## config.mk

```make
export PLATFORM = sky130hd
export DESIGN_NAME = spi_flash_reader
export DESIGN_NICKNAME = d
export VERILOG_FILES = /design/src/rtl/spi_flash_reader.sv
export SDC_FILE = /design/constraint.sdc
export NUM_CORES = 1
export LEC_CHECK = 0
export BUFFER_PORTS_ARGS = -buffer_cell sky130_fd_sc_hd__buf_2
export CAP_MARGIN = 10
export CORE_MARGIN = 5
export CORE_UTILIZATION = 31
export DETAILED_ROUTE_END_ITERATION = 8
export HOLD_SLACK_MARGIN = 0.05
export SLEW_MARGIN = 20
export SYNTH_ARGS = -nofsm -noshare
export SYNTH_HDL_FRONTEND = slang
export SYNTH_SLANG_ARGS = --single-unit
```

## constraint.sdc

```tcl
create_clock -name PCLK -period 2.4 [get_ports PCLK]
set_input_delay 0.12 -clock PCLK [delete_from_list [all_inputs] [get_ports PCLK]]
set_output_delay 0.12 -clock PCLK [all_outputs]
set_load 0.01 [all_outputs]
```

## src/rtl/spi_flash_reader.sv

```systemverilog
// Reads one 32-bit little-endian word from SPI flash (command 0x03) by driving
// an APB-attached SPI peripheral: select CS, hold CS, push 8 TX bytes, pull
// 8 RX bytes, release CS, then present the word on a valid/ready response port.
module spi_flash_reader #(
  parameter int unsigned CS_ID    = 0,
  parameter int unsigned POLL_MAX = 1023
) (
  input  logic        PCLK,
  input  logic        PRESETn,
  input  logic        ReqValid,
  input  logic [23:0] ReqAddr,
  output logic        ReqReady,
  output logic        RspValid,
  input  logic        RspReady,
  output logic [31:0] RspData,
  output logic        RspErr,
  output logic        PSEL,
  output logic        PENABLE,
  output logic        PWRITE,
  output logic [7:0]  PADDR,
  output logic [31:0] PWDATA,
  output logic [3:0]  PSTRB,
  input  logic        PREADY,
  input  logic [31:0] PRDATA
);

  localparam int unsigned AW  = 24;
  localparam int unsigned DW  = 32;
  localparam int unsigned OW  = 8;
  localparam int unsigned PCW = 10;
  localparam int unsigned BCW = 3;

  localparam logic [OW-1:0]  OFF_CSID = 8'h10;
  localparam logic [OW-1:0]  OFF_CTRL = 8'h18;
  localparam logic [OW-1:0]  OFF_TX   = 8'h48;
  localparam logic [OW-1:0]  OFF_RX   = 8'h4C;
  localparam logic [PCW-1:0] POLL_LAST = PCW'(POLL_MAX - 1);
  localparam logic [BCW-1:0] BYTE_LAST = 3'd7;

  typedef enum logic [2:0] {
    S_IDLE, S_SETCS, S_HOLD, S_TXPOLL, S_TXWR, S_RXPOLL, S_RELEASE, S_RESP
  } state_e;

  state_e         state_q, state_d;
  logic           psel_q, psel_d;
  logic           penable_q, penable_d;
  logic           pwrite_q, pwrite_d;
  logic [OW-1:0]  paddr_q, paddr_d;
  logic [DW-1:0]  pwdata_q, pwdata_d;
  logic           req_ready_q, req_ready_d;
  logic           rsp_valid_q, rsp_valid_d;
  logic [DW-1:0]  rsp_data_q, rsp_data_d;
  logic           rsp_err_q, rsp_err_d;
  logic [AW-1:0]  addr_q, addr_d;
  logic [BCW-1:0] byte_cnt_q, byte_cnt_d;
  logic [PCW-1:0] poll_cnt_q, poll_cnt_d;

  logic           xfer_done_c;
  logic           busy_c;
  logic           timeout_c;
  logic           accept_c;
  logic [7:0]     tx_byte_c;
  logic           prdata_unused_c;

  assign xfer_done_c     = psel_q & penable_q & PREADY;
  assign busy_c          = PRDATA[31];
  assign timeout_c       = (poll_cnt_q == POLL_LAST);
  assign accept_c        = ReqValid & req_ready_q;
  assign prdata_unused_c = ^PRDATA[30:8];

  assign ReqReady = req_ready_q;
  assign RspValid = rsp_valid_q;
  assign RspData  = rsp_data_q;
  assign RspErr   = rsp_err_q;
  assign PSEL     = psel_q;
  assign PENABLE  = penable_q;
  assign PWRITE   = pwrite_q;
  assign PADDR    = paddr_q;
  assign PWDATA   = pwdata_q;
  assign PSTRB    = 4'hF;

  // Transmit byte for the current index: read command, 3 address bytes, 4 dummies
  always_comb begin
    tx_byte_c = 8'h00;
    case (byte_cnt_q)
      3'd0:    tx_byte_c = 8'h03;
      3'd1:    tx_byte_c = addr_q[23:16];
      3'd2:    tx_byte_c = addr_q[15:8];
      3'd3:    tx_byte_c = addr_q[7:0];
      default: tx_byte_c = 8'h00;
    endcase
  end

  // State register
  always_ff @(posedge PCLK or negedge PRESETn) begin
    if (!PRESETn) begin
      state_q <= S_IDLE;
    end else begin
      state_q <= state_d;
    end
  end

  // Next-state logic; transfer states advance only on a completed APB access
  always_comb begin
    state_d = state_q;
    case (state_q)
      S_IDLE:    if (accept_c) state_d = S_SETCS;
      S_SETCS:   if (xfer_done_c) state_d = S_HOLD;
      S_HOLD:    if (xfer_done_c) state_d = S_TXPOLL;
      S_TXPOLL: begin
        if (xfer_done_c) begin
          if (!busy_c)        state_d = S_TXWR;
          else if (timeout_c) state_d = S_RELEASE;
        end
      end
      S_TXWR: begin
        if (xfer_done_c) state_d = (byte_cnt_q == BYTE_LAST) ? S_RXPOLL : S_TXPOLL;
      end
      S_RXPOLL: begin
        if (xfer_done_c) begin
          if (busy_c) begin
            if (timeout_c) state_d = S_RELEASE;
          end else if (byte_cnt_q == BYTE_LAST) begin
            state_d = S_RELEASE;
          end
        end
      end
      S_RELEASE: if (xfer_done_c) state_d = S_RESP;
      S_RESP:    if (rsp_valid_q && RspReady) state_d = S_IDLE;
      default:   state_d = S_IDLE;
    endcase
  end

  // Output/datapath next values: APB setup/access/idle sequencing plus counters
  always_comb begin
    psel_d      = psel_q;
    penable_d   = penable_q;
    pwrite_d    = pwrite_q;
    paddr_d     = paddr_q;
    pwdata_d    = pwdata_q;
    rsp_data_d  = rsp_data_q;
    rsp_err_d   = rsp_err_q;
    addr_d      = addr_q;
    byte_cnt_d  = byte_cnt_q;
    poll_cnt_d  = poll_cnt_q;
    req_ready_d = (state_d == S_IDLE);
    rsp_valid_d = (state_d == S_RESP);

    if (state_q != S_IDLE && state_q != S_RESP) begin
      if (!psel_q) begin
        // Setup phase; PSEL was low last cycle so an idle gap is guaranteed
        psel_d    = 1'b1;
        penable_d = 1'b0;
        pwdata_d  = '0;
        case (state_q)
          S_SETCS:  begin pwrite_d = 1'b1; paddr_d = OFF_CSID; pwdata_d = DW'(CS_ID); end
          S_HOLD:   begin pwrite_d = 1'b1; paddr_d = OFF_CTRL; pwdata_d = DW'(2); end
          S_TXPOLL: begin pwrite_d = 1'b0; paddr_d = OFF_TX; end
          S_TXWR:   begin pwrite_d = 1'b1; paddr_d = OFF_TX; pwdata_d = DW'(tx_byte_c); end
          S_RXPOLL: begin pwrite_d = 1'b0; paddr_d = OFF_RX; end
          default:  begin pwrite_d = 1'b1; paddr_d = OFF_CTRL; end
        endcase
      end else if (!penable_q) begin
        penable_d = 1'b1;
      end else if (PREADY) begin
        psel_d    = 1'b0;
        penable_d = 1'b0;
      end
    end

    case (state_q)
      S_IDLE: begin
        if (accept_c) begin
          addr_d     = ReqAddr;
          byte_cnt_d = '0;
          poll_cnt_d = '0;
          rsp_data_d = '0;
          rsp_err_d  = 1'b0;
        end
      end
      S_TXPOLL: begin
        if (xfer_done_c && busy_c) begin
          if (timeout_c) begin
            rsp_err_d  = 1'b1;
            rsp_data_d = '0;
          end else begin
            poll_cnt_d = poll_cnt_q + PCW'(1);
          end
        end
      end
      S_TXWR: begin
        if (xfer_done_c) begin
          poll_cnt_d = '0;
          byte_cnt_d = byte_cnt_q + BCW'(1);
        end
      end
      S_RXPOLL: begin
        if (xfer_done_c) begin
          if (busy_c) begin
            if (timeout_c) begin
              rsp_err_d  = 1'b1;
              rsp_data_d = '0;
            end else begin
              poll_cnt_d = poll_cnt_q + PCW'(1);
            end
          end else begin
            poll_cnt_d = '0;
            byte_cnt_d = byte_cnt_q + BCW'(1);
            case (byte_cnt_q)
              3'd4:    rsp_data_d[7:0]   = PRDATA[7:0];
              3'd5:    rsp_data_d[15:8]  = PRDATA[7:0];
              3'd6:    rsp_data_d[23:16] = PRDATA[7:0];
              3'd7:    rsp_data_d[31:24] = PRDATA[7:0];
              default: ;
            endcase
          end
        end
      end
      default: ;
    endcase
  end

  // Output and datapath registers
  always_ff @(posedge PCLK or negedge PRESETn) begin
    if (!PRESETn) begin
      psel_q      <= 1'b0;
      penable_q   <= 1'b0;
      pwrite_q    <= 1'b0;
      paddr_q     <= '0;
      pwdata_q    <= '0;
      req_ready_q <= 1'b1;
      rsp_valid_q <= 1'b0;
      rsp_data_q  <= '0;
      rsp_err_q   <= 1'b0;
      addr_q      <= '0;
      byte_cnt_q  <= '0;
      poll_cnt_q  <= '0;
    end else begin
      psel_q      <= psel_d;
      penable_q   <= penable_d;
      pwrite_q    <= pwrite_d;
      paddr_q     <= paddr_d;
      pwdata_q    <= pwdata_d;
      req_ready_q <= req_ready_d;
      rsp_valid_q <= rsp_valid_d;
      rsp_data_q  <= rsp_data_d;
      rsp_err_q   <= rsp_err_d;
      addr_q      <= addr_d;
      byte_cnt_q  <= byte_cnt_d;
      poll_cnt_q  <= poll_cnt_d;
    end
  end

endmodule

```

# Yosys cells after proc, flatten, opt, wreduce, memory -nomap -nowiden
# Index checks and enable logic that the tools add are counted.
# word_totals
n_memories,0
inputBits,61
ff_bits,118
ramBits,0
latch_bits,0
wordCells,120
rom_bits,0
# op_classes
eq_ne,27
reduce_logical,21
div_mod_pow,0
n_bitwise,4
add_sub_neg,2
n_mul,0
shifts,0
n_mux,50
n_lt_le_gt_ge,0
# ops
op,count
$mux 32,5
$pmux 32 s3,1
$mux 10,6
$mux 3,17
$pmux 10 s4,1
$reduce_and 5->1,7
$mux 8,4
$pmux 8 s4,1
$eq 3x3->1 const B,9
$pmux 3 s8,1
$pmux 7 s3,1
$pmux 8 s2,1
$eq 3x2->1 const B,4
$ne 2x2->1 const B,6
$add 10x1->10 const B,1
$eq 10x10->1 const B,1
$mux 1,10
$logic_not 3->1,3
$ne 3x2->1 const B,3
$pmux 3 s3,1
$reduce_bool 3->1,3
$eq 3x1->1 const B,2
$ne 3x3->1 const B,2
$reduce_and 2->1,2
7 further kinds,12

# Longest topological paths before layout
# Gate-level depths: netlist of the first run.
# depth
depth_word,6
ltp_mapped,8

# Least setup slack after synthesis of the first run
# OpenSTA, ideal clock, no wires.
# synth_path
kind,register to register
from,register penable_q (netlist: PENABLE)
to,register poll_cnt_q[4]
synth_period_minus_slack_ns,1.874
arrival_time_ns,1.739
slack_ns,0.526
stages_incl_launch_ff,6
setup_time_ns,0.135
path_buffers,0
required_time_ns,2.265
path_cell_list,dfrtp_1 > nand3_2 > or4_4 > a21o_2 > o311ai_2 > o41ai_2
# synth_between
elab_chain_len,5
# synth_lines
element,line_no,source
start: declaration,46,"logic penable_q, penable_d;"
start signal: assignment,240,penable_q <= penable_d;
$and 1x1->1 * (2 in series),65,assign xfer_done_c = psel_q & penable_q & PREADY;
$logic_and 1x1->1,182,if (xfer_done_c && busy_c) begin
$ne 2x2->1 (no source line),n/a,
$reduce_and 5->1 (no source line) *,n/a,
end signal: assignment,250,poll_cnt_q <= poll_cnt_d;
end: declaration,56,"logic [PCW-1:0] poll_cnt_q, poll_cnt_d;"
# Every way passes the cells marked *; elsewhere a longest branch is shown, timed or not.
# A chain may end at the register's enable or synchronous reset.

# Worst setup path after layout of the first run
# layout_path
from,register state_q[2]
to,register rsp_data_q[2] (netlist: RspData[2])
# layout_between
elab_chain_len,3
# layout_lines
element,line_no,source
start: declaration,44,"state_e state_q, state_d;"
start signal: assignment,99,state_q <= state_d;
"$eq 3x3->1, or another cell as far along",171,case (state_q)
"$ne 3x2->1 (no source line), or another cell as far along",n/a,
$reduce_and 5->1 (no source line),n/a,
end signal: assignment,246,rsp_data_q <= rsp_data_d;
end: declaration,52,"logic [DW-1:0] rsp_data_q, rsp_data_d;"
# Parallel ways exist; a longest one is shown, timed or not.

==> summary.md, run 1 <==
| Metric | Value |
|---|---|
| CTS clk-pin slew, worst paths | `about 0.070 ns` |
| Tmin final | `2.04 ns` |
| #FFs+latches synth | `90` |
| # DRC | `0` |
| Met2 wire len | `6.02 mm` |
| Largest net degree at the start of global routing | `between 50 and 60` |
| Antenna-violating nets left | `0` |
| Final HPWL DP | `8.78 mm` |
| H-tree Lvls | `3` |
| Critical Path Source Type | `register` |
| Final Setup Violations | `0` |
| Syn avg cell area | `a little over 10 sq um` |
| Layout cells sized above 1 | `between 20% and 30%` |
| FMAX | `490 MHz` |
| Placer Congestion | `about 0.83` |
| Leading area contributor after synthesis | `dfrtp_1` |
| Nets | `661` |
| Clock sink total | `90` |
| Maxcap violations | `0` |
| Ys Warns | `0` |
| Die width | `134 microns` |
| Setup TNS Final | `0 ns` |
| GRT overflow | `0` |
| PwrDens | `roughly 1100 nW/um^2` |
| CP endpoint kind | `register` |
| # fillers | `~1500` |
| Endpoints failing hold | `0` |
| Initial Util | `a little under a third` |
| Clk_lat worst skew | `~0.35 ns` |
| Leakage | `around 2.9 nW` |
| PortBufs | `87` |
| Finished Layout Cells | `roughly 790` |
| Total CTS buffers | `9` |
| DIE AREA | `17800 sq um` |
| Starting DRT DRC Count | `286` |
| Slew Limit Headroom | `a little under three fifths` |
| Post-Route WL | `12.7 mm` |
| Met1 Wirelength | `roughly 5.8 mm` |
| Hold crit path type | `input pin to register` |
| Top Layer Used | `met4` |
| FP Rows | `45` |
| RSZ-0062 raised after global routing | `false` |
| Yosys cell types | `60` |
| Crit Path Max Fanout | `12` |
| GRT Resource Usage Total | `14.1%` |
| Fin crit share | `around 85%` |
| VDD IR-drop max | `0.469 mV` |
| Synth Cell Area | `4730 sq um` |
| DRT Pass-1 Iters | `7` |
| Fin. max-slew vios | `0` |
| Worst-margin pin slew | `around 0.64 ns` |
| Top_reg_cell synth | `dfrtp_1` |
| First-pass GRT wire length | `approximately 20 mm` |
| Top cells by area, synth | `dfrtp_1, nand2_1, a22o_1` |
| Final Skew | `~0.0079 ns` |
| Syn Inst Count | `467` |
| Count leader, synth | `dfrtp_1` |
| Worst Path Required | `about 2.6 ns` |
| Wirelength per Cell | `approximately 16 microns` |
| Die Y | `between 100 and 150 microns` |
| Asr flop ratio synth | `100%` |
| Number of synthesized flops with an enable pin | `0` |
| Initial antenna violation count | `0` |
| Vias per cell | `around 5.1` |
| Post-Place Cells | `between 700 and 800` |
| R2R Setup Slk | `approximately 0.36 ns` |
| DR vias | `roughly 4000` |
| Commonest cells in the synthesized netlist | `dfrtp_1, nand2_1, buf_4, a22o_1, mux2_2` |
| Vias in the first global route | `a little under 4000` |
| Share of the synthesized area in the top cell type | `roughly 47%` |
| Area of the core | `approximately 15000 sq um` |
| Critical path type | `register to register` |
| Worst Path Arrival | `2.28 ns` |
| CTS Root Cell | `clkbuf_16` |
| Seq/Total Area, Yosys | `between 40% and 50%` |
| Clock Tree Buf Depth | `2` |
| CTS tree | `done` |
| Layout area overhead | `25.2%` |
| Run status | `finished, final reports clean` |
| Fin util | `approximately two fifths` |
| IO Count | `around 140` |
| DR WL met3 | `roughly 680 microns` |
| ANT cells | `0` |
final timing paths:
path,from,to,cells past startpoint
worst max-delay path,state_q[2],RspData[2],5
worst min-delay path,PREADY,PENABLE,4
worst min register to register,PWDATA[7],PWDATA[7],2
worst max register to register,state_q[2],RspData[2],5
min in group asynchronous,PRESETn,PADDR[6],2
max in group asynchronous,PRESETn,PADDR[2],3
report_power, final:
part / leakage, nW / internal [mW] / switching [mW]
clock network: 0.131 / 0.710 / 0.604
registers: 1.11 / 2.05 / 0.420
logic: 1.61 / 1.22 / 1.53
cell type report:
cell class                      count  area (sq um)  share of cell area (%)
Timing Repair Buffer              136           901                    15.2
Inverter                           10          37.5                   0.634
Clock inverter                      5          38.8                   0.655
Tap cell                          188           235                    3.97
Clock buffer                       11           233                    3.93
Multi-Input combinational cell    345          2220                    37.5
Sequential cell                    90          2250                    38.1
stage by stage:
step                power (mW)  setup WS, ns  hold WS, ns  instance area [sq um]
floorplan                 4.34         0.526       -0.176                   4840
global placement          5.11         0.377        0.142                   5320
detailed placement        5.22         0.326        0.150                   5320
CTS                       6.60         0.322       0.0947                   5920
global route              7.01         0.164        0.107                   5920
finish                    6.53         0.359        0.101                   5920
layer usage:
metal,global-route usage (%),vias to the layer above
li1,-,1870
met1,17.8,1973
met2,23.5,131
met3,3.70,15
met4,4.80,0
met5,0,-
cells by family after synthesis:
| group | count (synthesis) | share of synthesized area [%] |
|---|---|---|
| xor+xnor | 4 | 0.741 |
| mux | 26 | 6.14 |
| simple gates | 150 | 15.0 |
| flops | 90 | 47.6 |
| compound gates | 125 | 20.4 |
| other cells | 2 | 0.159 |
| fa+ha+maj | 8 | 2.12 |
| buf+inv | 62 | 7.78 |
placed cells by master (no fill, tap or decap), types with 4 or more instances in the layout:
master,count
mux2_2,24
nand3_1,9
a222oi_1,6
buf_2,86
nand2_1,80
ha_1,8
conb_1,32
buf_4,16
clkbuf_16,9
nor3_1,8
a21oi_1,18
dfrtp_1,89
inv_1,10
o22ai_1,5
a31oi_1,4
dlygate4sd3_1,33
a21o_1,12
o21ai_0,19
nor2b_1,7
nand2b_1,5
a22o_1,32
and3_1,4
nor2_1,22
state kept, by name, summed over array words and instances, names as in the netlist:
name,count
PADDR,4
PENABLE,1
PSEL,1
PWDATA,8
PWRITE,1
ReqReady,1
RspData,32
RspErr,1
RspValid,1
addr_q,24
byte_cnt_q,3
poll_cnt_q,10
state_q,3
worst max-delay path: stages (launching register included):
cell	delay (ns)
dfrtp_1	0.51
nand3b_1	0.21
a211oi_1	0.33
o22a_1	0.28
nand2_1	0.28
a22o_1	0.33
timing repair:
item	in CTS	in global routing
setup buffers	0	0
hold buffers	33	0
endpoints found under the hold margin	88	0
gates resized for setup	0	0
Power figures use the tool's default switching activity.
==> inputs of run 2 (changes only) <==
==> constraint.sdc (replaced) <==
create_clock -name PCLK -period 1.7 [get_ports PCLK]
set_input_delay 0.34 -clock PCLK [delete_from_list [all_inputs] [get_ports PCLK]]
set_output_delay 0.34 -clock PCLK [all_outputs]
set_load 0.01 [all_outputs]
==> run 2 against run 1 <==
The run now ends with negative setup slack left. Combinational power is 120% higher. First-iteration DRC count is 23% lower. Cell count is 4.6% higher. Clock skew is 0.0028 ns lower. Die area stayed put. Maximum frequency is 10% higher. Non-clock buffer count is 37 higher. Sequential share of layout area is 5.4 points lower. Count of clock-buffer cells in the layout is 2 lower. Wire length is 13% higher. Register-to-register slack worse by 0.51 ns. Total power is 81% higher. Highest routed layer unchanged.
==> summary.md, run 2 (same netlist as run 1, synthesis figures left out) <==
| Metric | Value |
|---|---|
| Post-route setup slack | `-0.154 ns (-0.513 ns)` |
| Area of the core | `15100 sq um (unchanged)` |
| Fin util | `45.8% (+6.6 points)` |
| Placer Congestion | `0.812 (-2.6%)` |
| RSZ-0062 raised after global routing | `true` |
| CP endpoint kind | `register` |
| CTS Root Cell | `clkbuf_16` |
| Hold Crit Endpoint | `addr_q[23]` |
| Post-Route WL | `14.3 mm (+13%)` |
| Layout area overhead | `46.1%` |
| Hold path startpoint | `ReqAddr[23]` |
| Vias in the first global route | `4215 (+6.6%)` |
| Failing checks | `negative setup slack` |
| Pint | `7.38 mW (+86%)` |
| Nets | `698 (+5.6%)` |
| Run status | `finished, violations left` |
| DRT Pass-1 Iters | `5 (-2)` |
| First-pass GRT wire length | `21.7 mm (+7.6%)` |
| R2R Setup Slk | `-0.15 ns (-0.51 ns)` |
| Met1 Resource Use GR | `20.1% (+2.2 points)` |
| ANT cells | `0 (unchanged)` |
| Fin. max-slew vios | `0 (unchanged)` |
| Critical path type | `register to register` |
| # DRC | `0 (unchanged)` |
| Layout cells sized above 1 | `46.4% (+19 points)` |
| Initial antenna violation count | `0 (unchanged)` |
| Leakage | `3.35 nW (+17%)` |
| Die width | `134 microns (unchanged)` |
| Hold crit path type | `input pin to register` |
| Comb pwr share | `51.9% (+9.8 points)` |
| Final Skew | `0.00510 ns (-0.00278 ns)` |
| Met3 usage | `3.51% (-0.19 points)` |
| Wirelength per Cell | `17.4 microns (+8.2%)` |
| Die Y | `134 microns (unchanged)` |
| DIE AREA | `17800 sq um (unchanged)` |
| Total CTS buffers | `9 (unchanged)` |
| Crit Path Max Fanout | `5 (-7)` |
| Fin crit share | `109% (+24 points)` |
| Worst path top cell family by delay | `simple AND/OR/NAND/NOR gates` |
| Clock Tree Buf Depth | `2 (unchanged)` |
| GRT overflow | `0 (unchanged)` |
| Busiest grt layer | `met2` |
| GRT Resource Usage Total | `15.1% (+1.0 points)` |
| Critical Path Source Type | `register` |
| Worst Path Buf+Inv | `0 (unchanged)` |
| CTS clk-pin slew, worst paths | `0.07 ns (about the same)` |
| Critical path's slowest cell | `or4_4` |
| Worst Path Arrival | `2.07 ns (-0.21 ns)` |
| CTS tree | `done` |
| Vias per cell | `5.11 (+0.65%)` |
| Net Sw Power | `4.46 mW (+75%)` |
| H-tree Lvls | `3 (unchanged)` |
| WHS Path Cells | `2 (-2)` |
| Most frequent cells in the layout | `dfrtp_1, buf_2, buf_4, nand2_1` |
| PortBufs | `87 (unchanged)` |
| Endpoints failing hold | `0 (unchanged)` |
| Met2 Usage GRT | `24.5% (+0.99 points)` |
| Maxcap violations | `0 (unchanged)` |
| # fillers | `1375 (-5.7%)` |
| Initial Util | `31.4% (unchanged)` |
| Worst Path Required | `1.92 ns (-0.72 ns)` |
| PwrDens | `1710 nW/um^2 (+55%)` |
| Max incr delay on CP | `0.58 ns (+0.07 ns)` |
| Cell Chain, Critical Path | `nand2_2 -> or4_4 -> a21o_4 -> o311ai_4 -> o41ai_2` |
| Final HPWL DP | `9.68 mm (+10%)` |
| Switching Fraction | `37.7% (-1.4 points)` |
| Max FFs per register | `32 (unchanged)` |
| Reg2reg path depth | `5 (unchanged)` |
| DR vias | `4199 (+5.3%)` |
| Starting DRT DRC Count | `221 (-23%)` |
| VDD IR-drop max | `0.626 mV (+33%)` |
| Clock sink total | `90 (unchanged)` |
| FMAX | `539 MHz (+10%)` |
| Final Setup Violations | `68 (+68)` |
| Tmin final | `1.85 ns (-0.187 ns)` |
| Largest net degree at the start of global routing | `53 (+3.9%)` |
| Clock share of power | `18.2% (-1.9 points)` |
| Worst R2R Start | `state_q[0]` |
| Reg2reg end | `poll_cnt_q[4]` |
| Antenna-violating nets left | `0 (unchanged)` |
| Clk_lat worst skew | `0.35 ns (about the same)` |
| Final Power | `11.8 mW (+81%)` |
| Sequential share of power | `29.9% (-7.9 points)` |
| FP Rows | `45 (unchanged)` |
| IO Count | `143 (unchanged)` |
-- run 2: cell count changes in the layout (fill, tap and decap cells not counted), sizes merged --
cell	previous run	this run
dlygate4sd3	33	1
buf	103	168
inv	12	10
bufinv	0	2
clkbuf	11	13
clkinv	2	3
-- run 2: area by class of cell --
| cell class | count | area [sq um] | area share [%] |
|---|---|---|---|
| clock inverter | 6 | 91.3 | 1.32 |
| multi-input combinational | 345 | 2760 | 39.9 |
| tap | 188 | 235 | 3.40 |
| inverter | 10 | 41.3 | 0.597 |
| timing repair buffer | 173 | 1310 | 18.9 |
| sequential | 90 | 2260 | 32.7 |
| clock buffer | 9 | 225 | 3.26 |
-- run 2: what timing repair did --
| item | in CTS | in global routing |
|---|---|---|
| pin swaps | 8 | 51 |
| gates resized for setup | 45 | 81 |
| gates cloned | 1 | 5 |
| setup buffers | 4 | 9 |
| hold buffers | 1 | 0 |
| endpoints found under the hold margin | 10 | 0 |
| setup endpoints to repair | 77 | 80 |
-- run 2: power by group through the flow --
stage | clock network, mW | registers, mW | logic (mW)
after floorplan | 0 | 3.53 | 2.66
after global placement | 0 | 3.42 | 4.55
after detailed placement | 0 | 3.47 | 4.70
after CTS | 2.21 | 3.46 | 5.30
after global routing | 2.28 | 3.62 | 6.62
final | 2.16 | 3.54 | 6.14
-- run 2: worst max-delay path by stage --
stage	from	slack, ns	endpoint	cells past startpoint
after floorplan	PENABLE	-0.16	poll_cnt_q[4]	5
after global placement	state_q[1]	-0.18	RspData[8]	6
after detailed placement	state_q[2]	-0.26	RspData[3]	7
after CTS	state_q[0]	-0.17	poll_cnt_q[4]	5
after global routing	state_q[0]	-0.19	poll_cnt_q[4]	5
final	state_q[0]	-0.15	poll_cnt_q[4]	5
-- run 2: stage by stage --
| step | TNS [ns] | setup WS, ns | instance area [sq um] | hold slack (ns) | instances |
|---|---|---|---|---|---|
| floorplan | -2.57 | -0.156 | 4900 | 0.0444 | 497 |
| finish | -5.30 | -0.154 | 6910 | 0.215 | 821 |
| global route | -8.59 | -0.192 | 6910 | 0.212 | 821 |
| detailed placement | -9.84 | -0.262 | 5800 | 0.204 | 786 |
| CTS | -5.74 | -0.169 | 6430 | 0.203 | 807 |
| global placement | -7.26 | -0.183 | 5800 | 0.197 | 786 |
-- run 2: routing by layer --
metal  routed length, microns  share of wire [%]
met1                     6450                 45
met2                     6860                 48
met3                      794                5.5
met4                      222                1.5
met5                        0                  0
==> inputs of run 3 (changes only) <==
--- a/config.mk
+++ b/config.mk
@@ -11,6 +11,7 @@
 export CORE_UTILIZATION = 31
 export DETAILED_ROUTE_END_ITERATION = 8
 export HOLD_SLACK_MARGIN = 0.05
+export RECOVER_POWER = 100
 export SLEW_MARGIN = 20
 export SYNTH_ARGS = -nofsm -noshare
 export SYNTH_HDL_FRONTEND = slang
==> run 3 against run 2 <==
Sequential cell count is the same. Non-clock buffer count is the same. Count of clock-buffer cells in the layout is the same. Utilization shrank 0.53 points. The run still ends with negative setup slack left. Sequential power is essentially flat. Design area shrank 1.2%.
==> summary.md, run 3 (same netlist as run 1, synthesis figures left out) <==
| Metric | Value |
|---|---|
| Post-route setup slack | `-0.150 ns (+0.00337 ns)` |
| Slew Limit Headroom | `roughly 50%` |
| Fin util | `45.3% (-0.53 points)` |
| Post-Place Cells | `786 (unchanged)` |
| Endpoints failing hold | `0 (unchanged)` |
| # fillers | `1402 (+2.0%)` |
| Largest net degree at the start of global routing | `53 (unchanged)` |
| Starting DRT DRC Count | `209 (-5.4%)` |
| Nets | `698 (unchanged)` |
| Failing checks | `negative setup slack` |
| Pre-CTS setup slack | `-0.262 ns (unchanged)` |
| Initial Util | `31.4% (unchanged)` |
| Commonest non-fill, non-tap cell in the layout | `dfrtp_1` |
| Post-Route WL | `14.3 mm (about the same)` |
| Max FFs per register | `32 (unchanged)` |
| Fin. max-slew vios | `0 (unchanged)` |
| Crit Path Max Fanout | `5 (unchanged)` |
| Vias per cell | `5.08 (-0.76%)` |
| DRT Pass-1 Iters | `5 (unchanged)` |
| Worst Path Arrival | `2.07 ns (about the same)` |
| CTS clk-pin slew, worst paths | `0.07 ns (about the same)` |
| Critical Path Source Type | `register` |
| Area post-placement | `5800 sq um (unchanged)` |
| RSZ-0062 raised after global routing | `true` |
| Final HPWL DP | `9.68 mm (unchanged)` |
| Placer Congestion | `0.812 (unchanged)` |
| Layout area overhead | `44.4%` |
| Hold crit path type | `input pin to register` |
| Critical path type | `register to register` |
| First-pass GRT wire length | `21.7 mm (unchanged)` |
| Clock sink total | `90 (unchanged)` |
| Final Skew | `0.00500 ns (-0.0000977 ns)` |
| FF+latch area | `2260 sq um (unchanged)` |
| Area of the core | `15100 sq um (unchanged)` |
| Total CTS buffers | `9 (unchanged)` |
| FMAX | `540 MHz (+0.18%)` |
| DR vias | `4167 (-0.76%)` |
| Initial antenna violation count | `0 (unchanged)` |
| Finished Layout Cells | `821 (unchanged)` |
| Die width | `134 microns (unchanged)` |
| Leakage | `3.19 nW (-4.7%)` |
| Most frequent cells in the layout | `dfrtp_1, buf_4, nand2_1, clkbuf_1, buf_2` |
| Run status | `finished, violations left` |
| IO Count | `143 (unchanged)` |
| CTS tree | `done` |
| GRT Resource Usage Total | `15.1% (unchanged)` |
| H-tree Lvls | `3 (unchanged)` |
| VDD IR-drop max | `0.600 mV (-4.1%)` |
| Die Y | `134 microns (unchanged)` |
| Worst Path Required | `1.92 ns (about the same)` |
| Final Cell Area | `6830 sq um (-1.2%)` |
| CTS Root Cell | `clkbuf_16` |
| Area occupied by multi-input gates | `2750 sq um (-0.18%)` |
| Tmin final | `1.85 ns (-0.00337 ns)` |
| WHS | `0.215 ns (-0.0000260 ns)` |
| # DRC | `0 (unchanged)` |
| PwrDens | `1720 nW/um^2 (+0.26%)` |
| GRT overflow | `0 (unchanged)` |
| Layout cells sized above 1 | `38.5% (-7.9 points)` |
| DIE AREA | `17800 sq um (unchanged)` |
| Worst-margin pin slew | `0.729 ns` |
| Setup TNS Final | `-5.42 ns (-0.117 ns)` |
| Clock Tree Buf Depth | `2 (unchanged)` |
| Final Setup Violations | `68 (unchanged)` |
| FP Rows | `45 (unchanged)` |
| Wirelength per Cell | `17.4 microns (about the same)` |
| Clk_lat worst skew | `0.35 ns (about the same)` |
| Maxcap violations | `0 (unchanged)` |
| PortBufs | `87 (unchanged)` |
| Final Power | `11.7 mW (-0.91%)` |
| Fin crit share | `109% (-0.20 points)` |
| Vias in the first global route | `4215 (unchanged)` |
| CP endpoint kind | `register` |
| Antenna-violating nets left | `0 (unchanged)` |
| ANT cells | `0 (unchanged)` |
==> run 3: final timing paths <==
kind / slack, ns / to / cells past startpoint / startpoint
max in group asynchronous: 0.23 / RspData[11] / 3 / PRESETn
min in group asynchronous: 0.57 / PADDR[6] / 2 / PRESETn
setup / recovery: -0.15 / poll_cnt_q[4] / 5 / state_q[0]
hold reg to reg: 0.48 / PWDATA[0] / 2 / PWDATA[0]
setup reg to reg: -0.15 / poll_cnt_q[4] / 5 / state_q[0]
hold / removal: 0.21 / addr_q[23] / 2 / ReqAddr[23]
==> run 3: per-layer routing <==
| metal | wire [microns] | up-vias | GRT usage (%) |
|---|---|---|---|
| li1 | - | 1950 | - |
| met3 | 690 | 18 | 3.51 |
| met4 | 205 | 0 | 5.09 |
| met1 | 6470 | 2087 | 20.1 |
| met2 | 6950 | 112 | 24.5 |
| met5 | 0 | - | 0 |
==> run 3: timing repair <==
action / in CTS / in global routing
endpoints found under the hold margin: 10 / 0
setup buffers: 4 / 9
cloned: 1 / 5
pin swaps: 8 / 51
resized for setup: 45 / 81
endpoints found under the setup margin: 77 / 80
hold buffers: 1 / 0
==> run 3: final cells by class <==
cell class | instances | share of cell area, %
Multi-Input combinational cell | 345 | 40.3
Sequential cell | 90 | 33.0
Timing Repair Buffer | 173 | 18.0
Tap cell | 188 | 3.44
Clock buffer | 9 | 3.30
Clock inverter | 6 | 1.34
Inverter | 10 | 0.604
==> run 3: where the power goes <==
| part | switching (mW) | internal, mW |
|---|---|---|
| logic | 2.93 | 3.09 |
| registers | 0.647 | 2.90 |
| clock network | 0.874 | 1.29 |
| total | 4.46 | 7.27 |
==> run 3: critical path, cell delays in order (launching register included) <==
cell and delay [ns]:
dfrtp_2 0.43, nand2_2 0.07, or4_4 0.58, a21o_4 0.27, o311ai_4 0.25, o41ai_2 0.12
